===== src/rtl/pipeline_hazard_scoreboard.sv =====
// Hazard/forwarding scoreboard: tracks in-flight register writers behind ID and
// tells ID per source operand whether to stall or which slot to forward from.
module pipeline_hazard_scoreboard #(
  parameter int REG_ADDR_W = 4,
  parameter int DEPTH      = 4,
  parameter int SLOT_W     = $clog2(DEPTH),
  parameter int CNT_W      = 32
) (
  input  logic                  clk,
  input  logic                  cpu_rst,
  input  logic                  issue_valid,
  input  logic                  issue_we,
  input  logic [REG_ADDR_W-1:0] issue_rd,
  input  logic [SLOT_W-1:0]     issue_ready_stage,
  input  logic [REG_ADDR_W-1:0] rs1,
  input  logic [REG_ADDR_W-1:0] rs2,
  input  logic                  rs1_used,
  input  logic                  rs2_used,
  input  logic                  flush,
  output logic                  stall,
  output logic                  rs1_fwd_hit,
  output logic [SLOT_W-1:0]     rs1_fwd_slot,
  output logic                  rs2_fwd_hit,
  output logic [SLOT_W-1:0]     rs2_fwd_slot,
  output logic [DEPTH-1:0]      slot_valid,
  output logic [CNT_W-1:0]      stall_count
);

  logic [DEPTH-1:0]      vld_q, vld_d;
  logic [REG_ADDR_W-1:0] rd_q  [DEPTH];
  logic [REG_ADDR_W-1:0] rd_d  [DEPTH];
  logic [SLOT_W-1:0]     rdy_q [DEPTH];
  logic [SLOT_W-1:0]     rdy_d [DEPTH];
  logic [CNT_W-1:0]      cnt_q, cnt_d;

  logic [REG_ADDR_W-1:0] src      [2];
  logic                  src_used [2];
  logic                  hit      [2];
  logic                  haz      [2];
  logic [SLOT_W-1:0]     fslot    [2];

  logic                  accepted;
  logic [SLOT_W-1:0]     rdy_cap;

  assign src[0]      = rs1;
  assign src[1]      = rs2;
  assign src_used[0] = rs1_used;
  assign src_used[1] = rs2_used;

  // Scan oldest to youngest so the youngest matching writer wins.
  for (genvar n = 0; n < 2; n++) begin : g_lookup
    logic              found;
    logic [SLOT_W-1:0] idx;
    always_comb begin
      found = 1'b0;
      idx   = '0;
      for (int i = DEPTH - 1; i >= 0; i--) begin
        if (vld_q[i] && (rd_q[i] == src[n])) begin
          found = 1'b1;
          idx   = SLOT_W'(i);
        end
      end
      if (!src_used[n] || (src[n] == '0)) begin
        found = 1'b0;
      end
      hit[n]   = found && (idx >= rdy_q[idx]);
      haz[n]   = found && (idx <  rdy_q[idx]);
      fslot[n] = hit[n] ? idx : '0;
    end
  end

  assign stall        = issue_valid && !flush && (haz[0] || haz[1]);
  assign rs1_fwd_hit  = hit[0];
  assign rs1_fwd_slot = fslot[0];
  assign rs2_fwd_hit  = hit[1];
  assign rs2_fwd_slot = fslot[1];
  assign slot_valid   = vld_q;
  assign stall_count  = cnt_q;

  assign accepted = issue_valid && issue_we && !stall && !flush && (issue_rd != '0);

  always_comb begin
    rdy_cap = issue_ready_stage;
    if ((SLOT_W+1)'(issue_ready_stage) > (SLOT_W+1)'(DEPTH - 1)) begin
      rdy_cap = SLOT_W'(DEPTH - 1);
    end
  end

  always_comb begin
    vld_d = '0;
    for (int i = 1; i < DEPTH; i++) begin
      vld_d[i] = vld_q[i-1];
      rd_d[i]  = rd_q[i-1];
      rdy_d[i] = rdy_q[i-1];
    end
    // A taken branch kills the op that was in EX; older ops drain normally.
    if (flush) begin
      vld_d[1] = 1'b0;
    end
    vld_d[0] = accepted;
    rd_d[0]  = issue_rd;
    rdy_d[0] = rdy_cap;
  end

  always_comb begin
    cnt_d = cnt_q;
    if (stall && !(&cnt_q)) begin
      cnt_d = cnt_q + CNT_W'(1);
    end
  end

  always_ff @(posedge clk or negedge cpu_rst) begin
    if (!cpu_rst) begin
      vld_q <= '0;
      cnt_q <= '0;
      for (int i = 0; i < DEPTH; i++) begin
        rd_q[i]  <= '0;
        rdy_q[i] <= '0;
      end
    end else begin
      vld_q <= vld_d;
      cnt_q <= cnt_d;
      for (int i = 0; i < DEPTH; i++) begin
        rd_q[i]  <= rd_d[i];
        rdy_q[i] <= rdy_d[i];
      end
    end
  end

endmodule


===== config.mk =====
export PLATFORM = sky130hd
export DESIGN_NAME = pipeline_hazard_scoreboard
export DESIGN_NICKNAME = d
export VERILOG_FILES = /design/src/rtl/pipeline_hazard_scoreboard.sv
export SDC_FILE = /design/constraint.sdc
export NUM_CORES = 1
export LEC_CHECK = 0
export CELL_PAD_IN_SITES_DETAIL_PLACEMENT = 1
export CELL_PAD_IN_SITES_GLOBAL_PLACEMENT = 1
export CORE_UTILIZATION = 41
export DETAILED_ROUTE_END_ITERATION = 10
export GPL_TIMING_DRIVEN = 0
export PLACE_DENSITY = 0.84
export SLEW_MARGIN = 15
export SYNTH_ARGS = -nofsm -noshare
export SYNTH_HDL_FRONTEND = slang
export SYNTH_SLANG_ARGS = --single-unit
export TNS_END_PERCENT = 5

===== constraint.sdc =====
create_clock -name clk -period 8.4 [get_ports clk]
set_clock_uncertainty 0.15 [all_clocks]
set_input_delay 2.52 -clock clk [delete_from_list [all_inputs] [get_ports clk]]
set_output_delay 2.52 -clock clk [all_outputs]
set_load 0.03 [all_outputs]

==> impl_metrics.tcl, run 1 <==
set metrics [dict create \
    path_buf_inv 4 \
    dpl.cell_count 455 \
    worst-setup-path-type "input pin to output pin" \
    synth_area_leaders "dfrtp_1 (46%), xor2_1 (9.1%), xnor2_1 (6.7%), nor4_2 (3.8%), nand3_1 (3.7%)" \
    clock-root-buffer "clkbuf_8" \
    cts_tree "built" \
    reg2reg_depth 14 \
    nets 391 \
    rrSetupSlack_ns 4.31 \
    dieHeight_um 91.4 \
    syn-num-nets 324 \
    drc 0 \
    relSlewSlack_pct 34.3 \
    r2r-end "stall_count[22]" \
    hold_end "rdy_d[0]" \
    reg2reg_from "rd_q[0]" \
    viasPerCell 5.42 \
    multi_input_area_um2 1670 \
    max_freq_ghz 0.121 \
    path_common_cell "mux2i_1" \
    setup_slack_ns 0.169 \
    coreArea_um2 7730 \
    stdcell_count 472 \
    antenna_cells 0 \
    wl_um 8860 \
    path_cells "buf_2, inv_1, a222oi_1, nor3b_4, nor2_1, nor3_4, buf_12, mux2i_1, mux2i_1, ha_1, nand2b_1, a21oi_1, nor3_2, clkdlybuf4s50_1" \
    cts_max_path_buffers 2 \
    rows 32 \
    hpwl_um 6140 \
    period_share_pct 98.0 \
    dp_slack_ns -0.514 \
    clk-insertion-delay-late_ns 0.35 \
    wl_per_cell_um 18.8 \
    outcome "completed" \
    num_vias 2558 \
    intPower_uw 497 \
    synth_area_leader_cell "dfrtp_1" \
    fillers 856 \
    die_x_um 91.4 \
    port_buffers 55 \
    hp-class "flip-flop to flip-flop" \
    irDropWorstVdd_uv 97.9 \
    place_area_um2 3950 \
    hold_ws_ns 0.258 \
    synth_ff_type "dfrtp_1" \
    critical_path.startpoint_type "input pin" \
    final.min_clock_period_ns 8.23 \
    antenna_found_initial 0 \
    worstPathArrival_ns 5.56 \
    drv_cap 0 \
    critPathRequiredTime_ns 5.73 \
    drt_iter0_drc 81 \
    clockPowerShare_pct 44.5 \
    io_pins 64 \
    cp_slowest_cell "clkdlybuf4s50_1" \
    crit_path_end_kind "output pin" \
    yosysWarnings 0 \
    ant_nets 0 \
    grt.overflow.total 0 \
    synth_top_area_share_pct 45.9 \
    setup_viol 0 \
    drv_slew 0 \
    min_path_cells 0 \
    synth.distinct_cells 42 \
    powerDensity_nw_per_um2 155 \
    grt_use_total_pct 23.5 \
    seqPwrFrac_pct 46.4 \
    dieArea_um2 8350 \
    rsz0062_at_grt "true" \
    tightest_slew_ns 0.973 \
    p_leak_nw 1.76 \
    synth_cells 298 \
    grt_pass1_vias 2979 \
    clk_pin_slew_ns 0.07 \
    p_switching_uw 159 \
    synth_area_um2 3270 \
    htreeDepth 3 \
    synth_edf_count 0 \
    gp_congestion 0.779 \
    register_area_um2 1500 \
    startpoint "rs2[3]" \
    cp_max_fo 6 \
    cts_sinks 60 \
    grt_pass1_wl_um 14900 \
    numCtsBuffers 9 \
    start_util_pct 42.4 \
    crit_family "buffers and inverters" \
    synth_seq_cells 60 \
    cpPeakStageDelay_ns 0.72 \
    postSynthAreaPerCell_um2 11.0 \
    firstDrtPassIters 4 \
    stdcell_area_um2 4220 \
    drive_above_1_share_pct 15.4 \
    p_sw_share_pct 24.3 \
    p_comb_share_pct 9.1 \
    fin_total_pwr_uw 656 \
    hold_start "rdy_d[2]" \
    cts_hold_repair.buffers 0 \
    synthArstFlopShare_pct 100 \
    syn2layout_area_growth_pct 29.0 \
    ys_seq_area_share_pct 45.9 \
    final_hold_viol_count 0 \
    grt_max_degree 61 \
]
layout make-up:
type                            instances  area share [%]
Inverter                               10           0.889
Tap cell                              102            3.02
Timing Repair Buffer                   56            13.4
Sequential cell                        60            35.5
Multi-Input combinational cell        213            39.5
Clock buffer                           12            3.44
Clock inverter                          4            1.72
Buffer                                 15            2.40
per-stage QoR:
| stage | setup TNS (ns) | util, % |
|---|---|---|
| floorplan | 0 | - |
| global placement | -0.593 | 51.1 |
| detailed placement | -1.08 | 51.1 |
| CTS | 0 | 54.6 |
| global route | -0.0407 | 54.7 |
| finish | 0 | 54.7 |
power by group through the flow:
stage	sequential, mW	clock, mW	combinational [mW]
final	0.305	0.292	0.0596
after global routing	0.306	0.312	0.0654
after CTS	0.305	0.298	0.0598
after detailed placement	0.310	0	0.0580
after global placement	0.310	0	0.0556
after floorplan	0.312	0	0.0317
state kept, by name, indices dropped and copies added (netlist names):
name and count:
stall_count 32, rd_d 12, rdy_d 6, rd_q 4, slot_valid 4, rdy_q 2
layer usage:
metal	global-route usage (%)	wire length [µm]
met5	0	0
met4	11.2	196
met1	26.9	3700
met2	41.4	4580
met3	5.28	381
cells in the final DEF, fill, tap and decap left out, types with 4 or more instances in the layout:
cell type        Yosys  layout
xor2_1              34      34
dfrtp_1             60      60
nand4_1              8       8
mux2i_1             10      10
clkdlybuf4s50_1      0      51
nand3_1             24      24
buf_2                6       6
nand2_1             20      20
ha_1                 5       5
and2_1               4       4
nand2b_1             5       5
nor4_2              10      12
buf_4                4       5
clkbuf_8             0      10
nor2_1              10      10
xnor2_1             25      25
nor4_1               8       6
and3_1               4       4
nor3_1              11      10
clkbuf_1             2       4
a21oi_1              4       4
inv_1               10      10
synth_stat cells, drive strengths merged, types with 4 or more instances:
cell and instances:
nand4 8, and2 4, nand2b 5, nor2 10, nor3 14, xnor2 25, and3 4, dfrtp 60
a21oi 4, nand2 20, inv 10, xor2 34, mux2 4, buf 13, nand3 25, nor4 20
mux2i 10, ha 5
repair_timing:
action / in CTS / in global routing
resized for setup: 6 / 5
setup endpoints to repair: 6 / 6
pin swaps: 1 / 1
setup buffers: 1 / 0
logic make-up after synthesis:
family,count (synthesis),synth area share [%]
flip-flops,60,45.9
multiplexers,14,4.43
AND/OR/NAND/NOR,122,23.8
XOR/XNOR,59,15.8
buffers and inverters,25,4.24
AO/OA/AOI/OAI,13,3.94
adder cells (fa/ha/maj),5,1.91
how the worst max path moves through the flow:
stage	depth (start not counted)	slack, ns	to
global route	14	-0.03	rs2_fwd_hit
global placement	13	-0.46	stall
floorplan	11	0.24	rs2_fwd_slot[0]
finish	14	0.17	rs2_fwd_hit
detailed placement	13	-0.51	stall
CTS	13	0.01	stall
No activity file was read; power rests on OpenSTA's default activity.
==> inputs of run 2 (changes only) <==
--- a/config.mk
+++ b/config.mk
@@ -11,6 +11,7 @@
 export DETAILED_ROUTE_END_ITERATION = 10
 export GPL_TIMING_DRIVEN = 0
 export PLACE_DENSITY = 0.84
+export REMOVE_ABC_BUFFERS = 1
 export SLEW_MARGIN = 15
 export SYNTH_ARGS = -nofsm -noshare
 export SYNTH_HDL_FRONTEND = slang
==> run 2 against run 1 <==
  * Clock-buffer cell count down 2
  * Non-clock buffer count fell by 1
  * Combinational power is 8.6% higher
  * Global-route usage fell by 1.0 points
  * Wire length is 3.3% lower
  * Final cell count decreased by 0.21%
  * Critical path depth is 2 lower
==> impl_metrics.tcl, run 2 (same netlist as run 1, synthesis figures left out) <==
set metrics [dict create \
    critPathRequiredTime_ns 5.73 \
    irDropWorstVdd_uv 86.2 \
    numCtsBuffers 9 \
    fin_util_pct 55.6 \
    drc 0 \
    worstPathArrival_ns 5.52 \
    cts_hold_repair.buffers 0 \
    clk_pin_slew_ns 0.06 \
    firstDrtPassIters 4 \
    rrSetupSlack_ns 4.58 \
    reg2reg_from "rd_q[0]" \
    final_hold_viol_count 0 \
    antenna_found_initial 0 \
    fillers 831 \
    grtUsageMet2_pct 41.0 \
    grt_most_used_layer "met2" \
    setup_viol 0 \
    dieArea_um2 8350 \
    intPower_uw 491 \
    hold_end "rdy_q[0]" \
    nets 390 \
    largest_register_ffs 32 \
    grt.overflow.total 0 \
    viasPerCell 5.39 \
    tightest_slew_ns 1.06 \
    min_path_cells 0 \
    die_x_um 91.4 \
    mostFrequentLayoutCell "dfrtp_1" \
    drt_iter0_drc 79 \
    p_sw_share_pct 25.4 \
    hpwl_um 5860 \
    drive_above_1_share_pct 15.2 \
    grt_use_met3_pct 5.19 \
    cts_tree "built" \
    worst-setup-path-type "input pin to output pin" \
    relSlewSlack_pct 28.2 \
    ant_nets 0 \
    grt_pass1_wl_um 14600 \
    antenna_cells 0 \
    path_cells "dlygate4sd2_1, a222oi_1, nor3b_4, nor2_1, nor3_4, mux2i_1, mux2_2, ha_1, a21o_1, o32a_4, nor2_1, clkdlybuf4s15_2" \
    outcome "completed" \
    io_pins 64 \
    dieHeight_um 91.4 \
    path_common_cell "nor2_1" \
    seqPwrFrac_pct 46.4 \
    wl_per_cell_um 18.2 \
    drv_cap 0 \
    reg2reg_depth 12 \
    hold_start "rdy_d[0]" \
    period_share_pct 97.5 \
    r2r-end "stall_count[1]" \
    coreArea_um2 7730 \
    cpPeakStageDelay_ns 0.37 \
    max_freq_ghz 0.122 \
    rows 32 \
    clockPowerShare_pct 43.8 \
    p_switching_uw 167 \
    powerDensity_nw_per_um2 153 \
    start_util_pct 42.4 \
    gp_congestion 0.762 \
    num_vias 2537 \
    critical_path.startpoint_type "input pin" \
    p_comb_share_pct 9.8 \
    cts_sinks 60 \
    grt_pass1_vias 2809 \
    p_leak_nw 1.78 \
    cp_max_fo 7 \
    clk-insertion-delay-late_ns 0.35 \
    fin_total_pwr_uw 657 \
    drv_slew 0 \
    grtUsageMet1_pct 25.7 \
    wl_um 8570 \
    cp_slowest_cell "o32a_4" \
    clock-root-buffer "clkbuf_8" \
    cts_max_path_buffers 2 \
    final_cell_mix "dfrtp_1 (60), clkdlybuf4s50_1 (48), xor2_1 (34), xnor2_1 (25), nand3_1 (24)" \
    crit_path_end_kind "output pin" \
    hp-class "flip-flop to flip-flop" \
    grt_max_degree 59 \
    rsz0062_at_grt "false" \
    final.min_clock_period_ns 8.19 \
    htreeDepth 3 \
    port_buffers 63 \
    grt_use_total_pct 22.4 \
    syn2layout_area_growth_pct 31.1 \
]
[run 2: area by class of cell]
type / count / area [µm²] / area share [%]
multi-input combinational: 213 / 1730 / 40.2
sequential: 60 / 1500 / 35.0
timing repair buffer: 70 / 683 / 15.9
clock buffer: 10 / 128 / 2.97
tap: 102 / 128 / 2.97
clock inverter: 6 / 88.8 / 2.07
inverter: 10 / 37.5 / 0.874
[run 2: what timing repair did]
item	4_1_cts	5_1_grt
pin swaps	4	3
endpoints found under the setup margin	7	7
gates resized for setup	24	13
buffers inserted	3	3
[run 2: routing by layer]
layer / routed length (µm) / vias to the layer above
met4: 184 / 0
met5: 0 / -
met2: 4510 / 65
li1: - / 1175
met1: 3500 / 1280
met3: 365 / 17
[run 2: stage by stage]
stage / setup slack (ns) / setup TNS [ns] / hold slack [ns] / instance area [µm²] / std cells
4_1_cts: -0.0733 / -0.0733 / 0.264 / 4260 / 468
3_3_place_gp: -0.776 / -3.56 / 0.238 / 3930 / 448
6_report: 0.208 / 0 / 0.260 / 4290 / 471
2_1_floorplan: 0.359 / 0 / 0.223 / 3170 / 283
3_5_place_dp: -0.888 / -4.33 / 0.248 / 3970 / 449
5_1_grt: 0.0352 / 0 / 0.271 / 4290 / 471
[run 2: critical path: cells and delay by family]
kind	cells	cell delay, ns
AO/OA/AOI/OAI	3	0.94
multiplexers	2	0.39
adder cells (fa/ha/maj)	1	0.30
AND/OR/NAND/NOR	4	0.74
buffers and inverters	2	0.63
[run 2: worst max-delay path by stage]
stage	from	to	slack, ns
after floorplan	rs2[0]	rs2_fwd_slot[0]	0.36
after global placement	rs2[3]	stall	-0.78
after detailed placement	rs2[3]	stall	-0.89
after CTS	rs1[1]	stall	-0.07
after global routing	rs2[0]	stall	0.04
final	rs2[0]	stall	0.21
[run 2: power groups by stage]
stage          logic (mW)  registers (mW)  clock network [mW]
4_1_cts            0.0640           0.305               0.295
5_1_grt            0.0704           0.306               0.304
2_1_floorplan      0.0254           0.313                   0
3_5_place_dp       0.0610           0.311                   0
6_report           0.0647           0.305               0.288
3_3_place_gp       0.0565           0.310                   0
